--- config.mk ---
export PLATFORM = sky130hd
export DESIGN_NAME = cmd_tx_trailer
export DESIGN_NICKNAME = d
export VERILOG_FILES = /design/src/rtl/cmd_tx_trailer.sv
export SDC_FILE = /design/constraint.sdc
export NUM_CORES = 1
export LEC_CHECK = 0
export CORE_MARGIN = 2
export CORE_UTILIZATION = 55
export CTS_CLUSTER_SIZE = 12
export DETAILED_ROUTE_END_ITERATION = 16
export PLACE_DENSITY = 0.84
export SYNTH_ARGS = -nofsm -noshare
export SYNTH_HDL_FRONTEND = slang
export SYNTH_SLANG_ARGS = --single-unit
--- constraint.sdc ---
create_clock -name clk -period 2.85 [get_ports clk]
set_input_delay 0.57 -clock clk [delete_from_list [all_inputs] [get_ports clk]]
set_output_delay 0.57 -clock clk [all_outputs]
set_load 0.02 [all_outputs]
--- src/rtl/cmd_tx_trailer.sv ---
// Response-stream trailer inserter: forwards each frame, then appends a tagged
// word count and an XOR checksum (the checksum word carries tlast).
module cmd_tx_trailer #(
  parameter logic [15:0] TRAILER_TAG = 16'hA55A
) (
  input  logic        clk,
  input  logic        resetN,
  input  logic        trailer_en,
  input  logic [31:0] s_tdata,
  input  logic        s_tvalid,
  input  logic        s_tlast,
  output logic        s_tready,
  output logic [31:0] m_tdata,
  output logic [0:3]  m_tkeep,
  output logic        m_tvalid,
  output logic        m_tlast,
  input  logic        m_tready,
  output logic [15:0] frame_count,
  output logic        cnt_sat
);

  typedef enum logic [1:0] {
    ST_PASS = 2'd0,
    ST_CNT  = 2'd1,
    ST_SUM  = 2'd2
  } state_t;

  state_t      state_q,       state_d;
  logic [15:0] word_cnt_q,    word_cnt_d;
  logic [31:0] csum_q,        csum_d;
  logic        in_frame_q,    in_frame_d;
  logic        en_q,          en_d;
  logic [15:0] frame_count_q, frame_count_d;
  logic        cnt_sat_q,     cnt_sat_d;
  logic [31:0] m_tdata_q,     m_tdata_d;
  logic        m_tvalid_q,    m_tvalid_d;
  logic        m_tlast_q,     m_tlast_d;

  logic        slot_free_s;
  logic        s_tready_s;
  logic        en_eff_s;
  logic        at_max_s;
  logic [15:0] cnt_inc_s;
  logic [31:0] cnt_word_s;

  // Next-state, datapath and upstream-ready decode.
  always_comb begin
    state_d       = state_q;
    word_cnt_d    = word_cnt_q;
    csum_d        = csum_q;
    in_frame_d    = in_frame_q;
    en_d          = en_q;
    frame_count_d = frame_count_q;
    cnt_sat_d     = cnt_sat_q;
    m_tdata_d     = m_tdata_q;
    m_tvalid_d    = m_tvalid_q;
    m_tlast_d     = m_tlast_q;
    s_tready_s    = 1'b0;

    slot_free_s = !m_tvalid_q || m_tready;
    // The first beat of a frame uses the live enable; later beats use the latched copy.
    en_eff_s    = in_frame_q ? en_q : trailer_en;
    at_max_s    = (word_cnt_q == 16'hFFFF);
    cnt_inc_s   = at_max_s ? word_cnt_q : (word_cnt_q + 16'd1);
    cnt_word_s  = {TRAILER_TAG, word_cnt_q};

    case (state_q)
      ST_PASS: begin
        s_tready_s = slot_free_s;
        if (s_tvalid && slot_free_s) begin
          m_tdata_d  = s_tdata;
          m_tvalid_d = 1'b1;
          word_cnt_d = cnt_inc_s;
          csum_d     = csum_q ^ s_tdata;
          if (at_max_s) begin
            cnt_sat_d = 1'b1;
          end else begin
            cnt_sat_d = cnt_sat_q;
          end
          if (!in_frame_q) begin
            en_d       = trailer_en;
            in_frame_d = 1'b1;
          end else begin
            en_d       = en_q;
          end
          if (s_tlast && en_eff_s) begin
            m_tlast_d = 1'b0;
            state_d   = ST_CNT;
          end else if (s_tlast) begin
            m_tlast_d     = 1'b1;
            word_cnt_d    = 16'd0;
            csum_d        = 32'd0;
            in_frame_d    = 1'b0;
            frame_count_d = frame_count_q + 16'd1;
          end else begin
            m_tlast_d = 1'b0;
          end
        end else if (m_tready) begin
          m_tvalid_d = 1'b0;
        end else begin
          m_tvalid_d = m_tvalid_q;
        end
      end
      ST_CNT: begin
        if (slot_free_s) begin
          m_tdata_d  = cnt_word_s;
          m_tvalid_d = 1'b1;
          m_tlast_d  = 1'b0;
          csum_d     = csum_q ^ cnt_word_s;
          state_d    = ST_SUM;
        end else begin
          state_d    = ST_CNT;
        end
      end
      ST_SUM: begin
        if (slot_free_s) begin
          m_tdata_d     = csum_q;
          m_tvalid_d    = 1'b1;
          m_tlast_d     = 1'b1;
          word_cnt_d    = 16'd0;
          csum_d        = 32'd0;
          in_frame_d    = 1'b0;
          frame_count_d = frame_count_q + 16'd1;
          state_d       = ST_PASS;
        end else begin
          state_d       = ST_SUM;
        end
      end
      default: begin
        state_d = ST_PASS;
      end
    endcase
  end

  // State and output registers.
  always_ff @(posedge clk or negedge resetN) begin
    if (!resetN) begin
      state_q       <= ST_PASS;
      word_cnt_q    <= 16'd0;
      csum_q        <= 32'd0;
      in_frame_q    <= 1'b0;
      en_q          <= 1'b0;
      frame_count_q <= 16'd0;
      cnt_sat_q     <= 1'b0;
      m_tdata_q     <= 32'd0;
      m_tvalid_q    <= 1'b0;
      m_tlast_q     <= 1'b0;
    end else begin
      state_q       <= state_d;
      word_cnt_q    <= word_cnt_d;
      csum_q        <= csum_d;
      in_frame_q    <= in_frame_d;
      en_q          <= en_d;
      frame_count_q <= frame_count_d;
      cnt_sat_q     <= cnt_sat_d;
      m_tdata_q     <= m_tdata_d;
      m_tvalid_q    <= m_tvalid_d;
      m_tlast_q     <= m_tlast_d;
    end
  end

  // Ready is forced low while reset is held, since the empty slot would otherwise look free.
  assign s_tready    = resetN && s_tready_s;
  assign m_tdata     = m_tdata_q;
  assign m_tvalid    = m_tvalid_q;
  assign m_tlast     = m_tlast_q;
  assign m_tkeep     = 4'b1111;
  assign frame_count = frame_count_q;
  assign cnt_sat     = cnt_sat_q;

endmodule

==> metrics <==
Top FF cell, synth dfrtp_1; Tot Pwr 8.68 mW; synthesized area per cell 9.06 sq um; RSZ-0062 raised after global routing false; share of cells above drive strength 1 0.112; relative slew slack 0.337; Remaining DRCs 0; chip width 111 um; DRT antenna net count 0; DRT iter0 DRCs 606; Yosys warning count 0; vias in the first global route 5901; Hold Fails Final Rpt 0; Post-Syn Area 0.00630 sq mm; total congestion overflow 0; setup TNS 0 ns; Final nets 797; Syn Inst Count 695; final setup violating endpoints 0; CTS Sinks 103; vias per std cell 6.60; crit path DAT 2.04 ns; Core Box Area 0.0113 sq mm; slowest library cell on the worst path clkdlybuf4s50_1; Fmax 383 MHz; CTS H-tree lvls 3; Filler cells 916; CTS tree done; post-route clock period utilization 0.917; Crit Path Max Fanout 4; Crit path top cell by count clkdlybuf4s50_1; worst path bufs/invs 2; io pins 94; clk buf depth 2; RePlAce Congestion 0.848; Max-Cap Viols 0; Worst-path clk slew 0.07 ns; Starting Density 0.559; Period minus WS final 2.61 ns; worst path required time 2.28 ns; clk_lat worst skew 0.36 ns; Root Driver clkbuf_16; global-route wire length before repair 29800 um; Setup CP Type input port to primary output; I/O Buffers 89; Seq cells post-synth 103; die height 111 um; die area 0.0123 sq mm; CP delay by family, top buffers and inverters; cells resized by post-CTS repair 0; VDD IR max 1120 uV; Async S/R FF share, synth 1.00; initial antenna violation count 0; cts hold-fix bufs 0; via count of the routed design 5944; Post-synth EDFFs 0; PwrDens 1150 mW/mm^2; largest net degree at the start of global routing 102; Post-CTS Setup Bufs 0; sequential fraction of the synthesis area 0.409; Avg WL per Cell 20.0 um; routed wire length 18000 um; Cell variety after synth 53; row count 39; CP Cell Sequence clkdlybuf4s50_1 -> nand2b_1 -> and3_1 -> clkdlybuf4s50_1; Layout Utilization 0.669; Worst Hold Class input port to async pin; TritonCTS Buffers 9; drt first pass iters 5; status finished, final reports clean; clock skew 0.00782 ns; CP Launch Type input port; Worst Tran Pin Value 0.994 ns; CP max stage delay 0.60 ns; Antenna diodes 0; total track usage 0.295; Final HPWL DP 11600 um; Crit. End Element primary output; max-slew violation count 0; leak pwr 3.25 nW; Area Overhead vs Synth 19.8%
## cell families after synthesis
kind of cell / after synthesis / synth area share
xor+xnor: 15 / 0.0209
simple gates: 156 / 0.119
flops: 103 / 0.409
mux: 38 / 0.0683
other cells: 1 / 0.000595
fa+ha+maj: 6 / 0.0119
buf+inv: 122 / 0.0809
compound gates: 254 / 0.289
## path summary, 6_finish.rpt
kind / startpoint / endpoint / slack (ns) / cells after the start
setup / recovery: m_tready / s_tready / 0.24 / 4
hold / removal: resetN / word_cnt_q[6]$_DFFE_PN0P_ / 0.30 / 2
setup reg to reg: state_q[0]$_DFFE_PN0P_ / csum_q[3]$_DFFE_PN0P_ / 0.51 / 6
hold reg to reg: frame_count[15]$_DFFE_PN0P_ / frame_count[15]$_DFFE_PN0P_ / 0.46 / 1
max in group asynchronous: resetN / word_cnt_q[5]$_DFFE_PN0P_ / 1.27 / 3
min in group clk: frame_count[15]$_DFFE_PN0P_ / frame_count[15]$_DFFE_PN0P_ / 0.46 / 1
## per-layer routing
metal / share of wire / GRT usage
met3: 0.067 / 0.0350
met1: 0.42 / 0.398
met4: 0.027 / 0.125
met2: 0.49 / 0.486
met5: 0 / 0
## cells in the final DEF, fill, tap and decap left out, types with 2 or more instances in the layout
| cell type | instances |
|---|---|
| a211oi_1 | 52 |
| a21o_1 | 9 |
| a21oi_1 | 64 |
| a22o_1 | 10 |
| a22oi_1 | 36 |
| a31o_2 | 3 |
| a31oi_1 | 3 |
| a41o_1 | 2 |
| a41oi_1 | 2 |
| and2_1 | 3 |
| and3_1 | 21 |
| buf_12 | 2 |
| buf_4 | 23 |
| clkbuf_1 | 2 |
| clkbuf_16 | 9 |
| clkdlybuf4s50_1 | 88 |
| clkinv_2 | 2 |
| conb_1 | 4 |
| dfrtp_1 | 103 |
| ha_1 | 5 |
| inv_1 | 53 |
| mux2_2 | 37 |
| nand2_1 | 28 |
| nand2b_1 | 2 |
| nand3_1 | 13 |
| nand4_1 | 7 |
| nor2_1 | 53 |
| nor3_1 | 15 |
| nor4_1 | 3 |
| o211ai_1 | 2 |
| o21a_1 | 2 |
| o21ai_0 | 15 |
| o221ai_1 | 24 |
| o31ai_1 | 11 |
| o41ai_1 | 9 |
| or3_1 | 2 |
| or4_1 | 4 |
| xnor2_1 | 5 |
| xor2_1 | 10 |
## Yosys cell counts (2+ instances only)
cell type	count	area share
a31oi_1	3	0.0030
o211ai_1	2	0.0024
xor2_1	10	0.014
o41ai_1	9	0.013
nand3_1	13	0.010
and2_1	3	0.0030
o21a_1	2	0.0024
dfrtp_1	103	0.41
buf_4	8	0.0095
o21ai_0	15	0.012
and3_1	21	0.021
a22oi_1	36	0.043
nand2_1	28	0.017
a21o_1	9	0.011
nand4_1	7	0.0070
o221ai_1	24	0.033
mux2_2	37	0.066
ha_1	6	0.012
a211oi_1	52	0.062
xnor2_1	5	0.0070
buf_2	16	0.013
nand2b_1	2	0.0020
a31o_2	3	0.0042
a41o_1	2	0.0032
a21oi_1	64	0.051
nor3_1	15	0.012
inv_1	53	0.032
or4_1	4	0.0048
clkbuf_1	44	0.026
a41oi_1	2	0.0028
a22o_1	10	0.014
or3_1	2	0.0020
nor4_1	3	0.0030
o31ai_1	11	0.013
nor2_1	53	0.032
## flip-flops by register name (all words and copies together) (netlist names)
| name | count |
|---|---|
| csum_q | 32 |
| frame_count | 16 |
| m_tlast | 1 |
| state_q | 2 |
| m_tdata | 32 |
| word_cnt_q | 16 |
| cnt_sat | 1 |
| in_frame_q | 1 |
| en_q | 1 |
| m_tvalid | 1 |
## layout make-up
| type | count | area (sq um) | share of cell area |
|---|---|---|---|
| Multi-Input combinational cell | 473 | 3230 | 0.428 |
| Sequential cell | 103 | 2580 | 0.342 |
| Timing Repair Buffer | 113 | 1090 | 0.145 |
| Clock buffer | 12 | 246 | 0.0327 |
| Inverter | 53 | 199 | 0.0264 |
| Tap cell | 143 | 179 | 0.0237 |
| Clock inverter | 3 | 18.8 | 0.00249 |
## where the power goes
part | switching, mW | leakage (nW) | internal, mW
clock network | 0.553 | 0.133 | 0.613
logic | 2.93 | 1.82 | 2.20
registers | 0.366 | 1.30 | 2.01
total | 3.85 | 3.25 | 4.83
## metrics by stage
stage	instances	setup WS [ns]	area (sq um)	hold slack [ns]
5_1_grt	900	0.202	7550	0.331
3_3_place_gp	885	0.213	7280	0.460
6_report	900	0.237	7550	0.298
2_1_floorplan	698	0.817	6310	0.274
3_5_place_dp	885	0.172	7280	0.462
4_1_cts	900	0.236	7550	0.313
No activity file was read; power rests on OpenSTA's default activity.
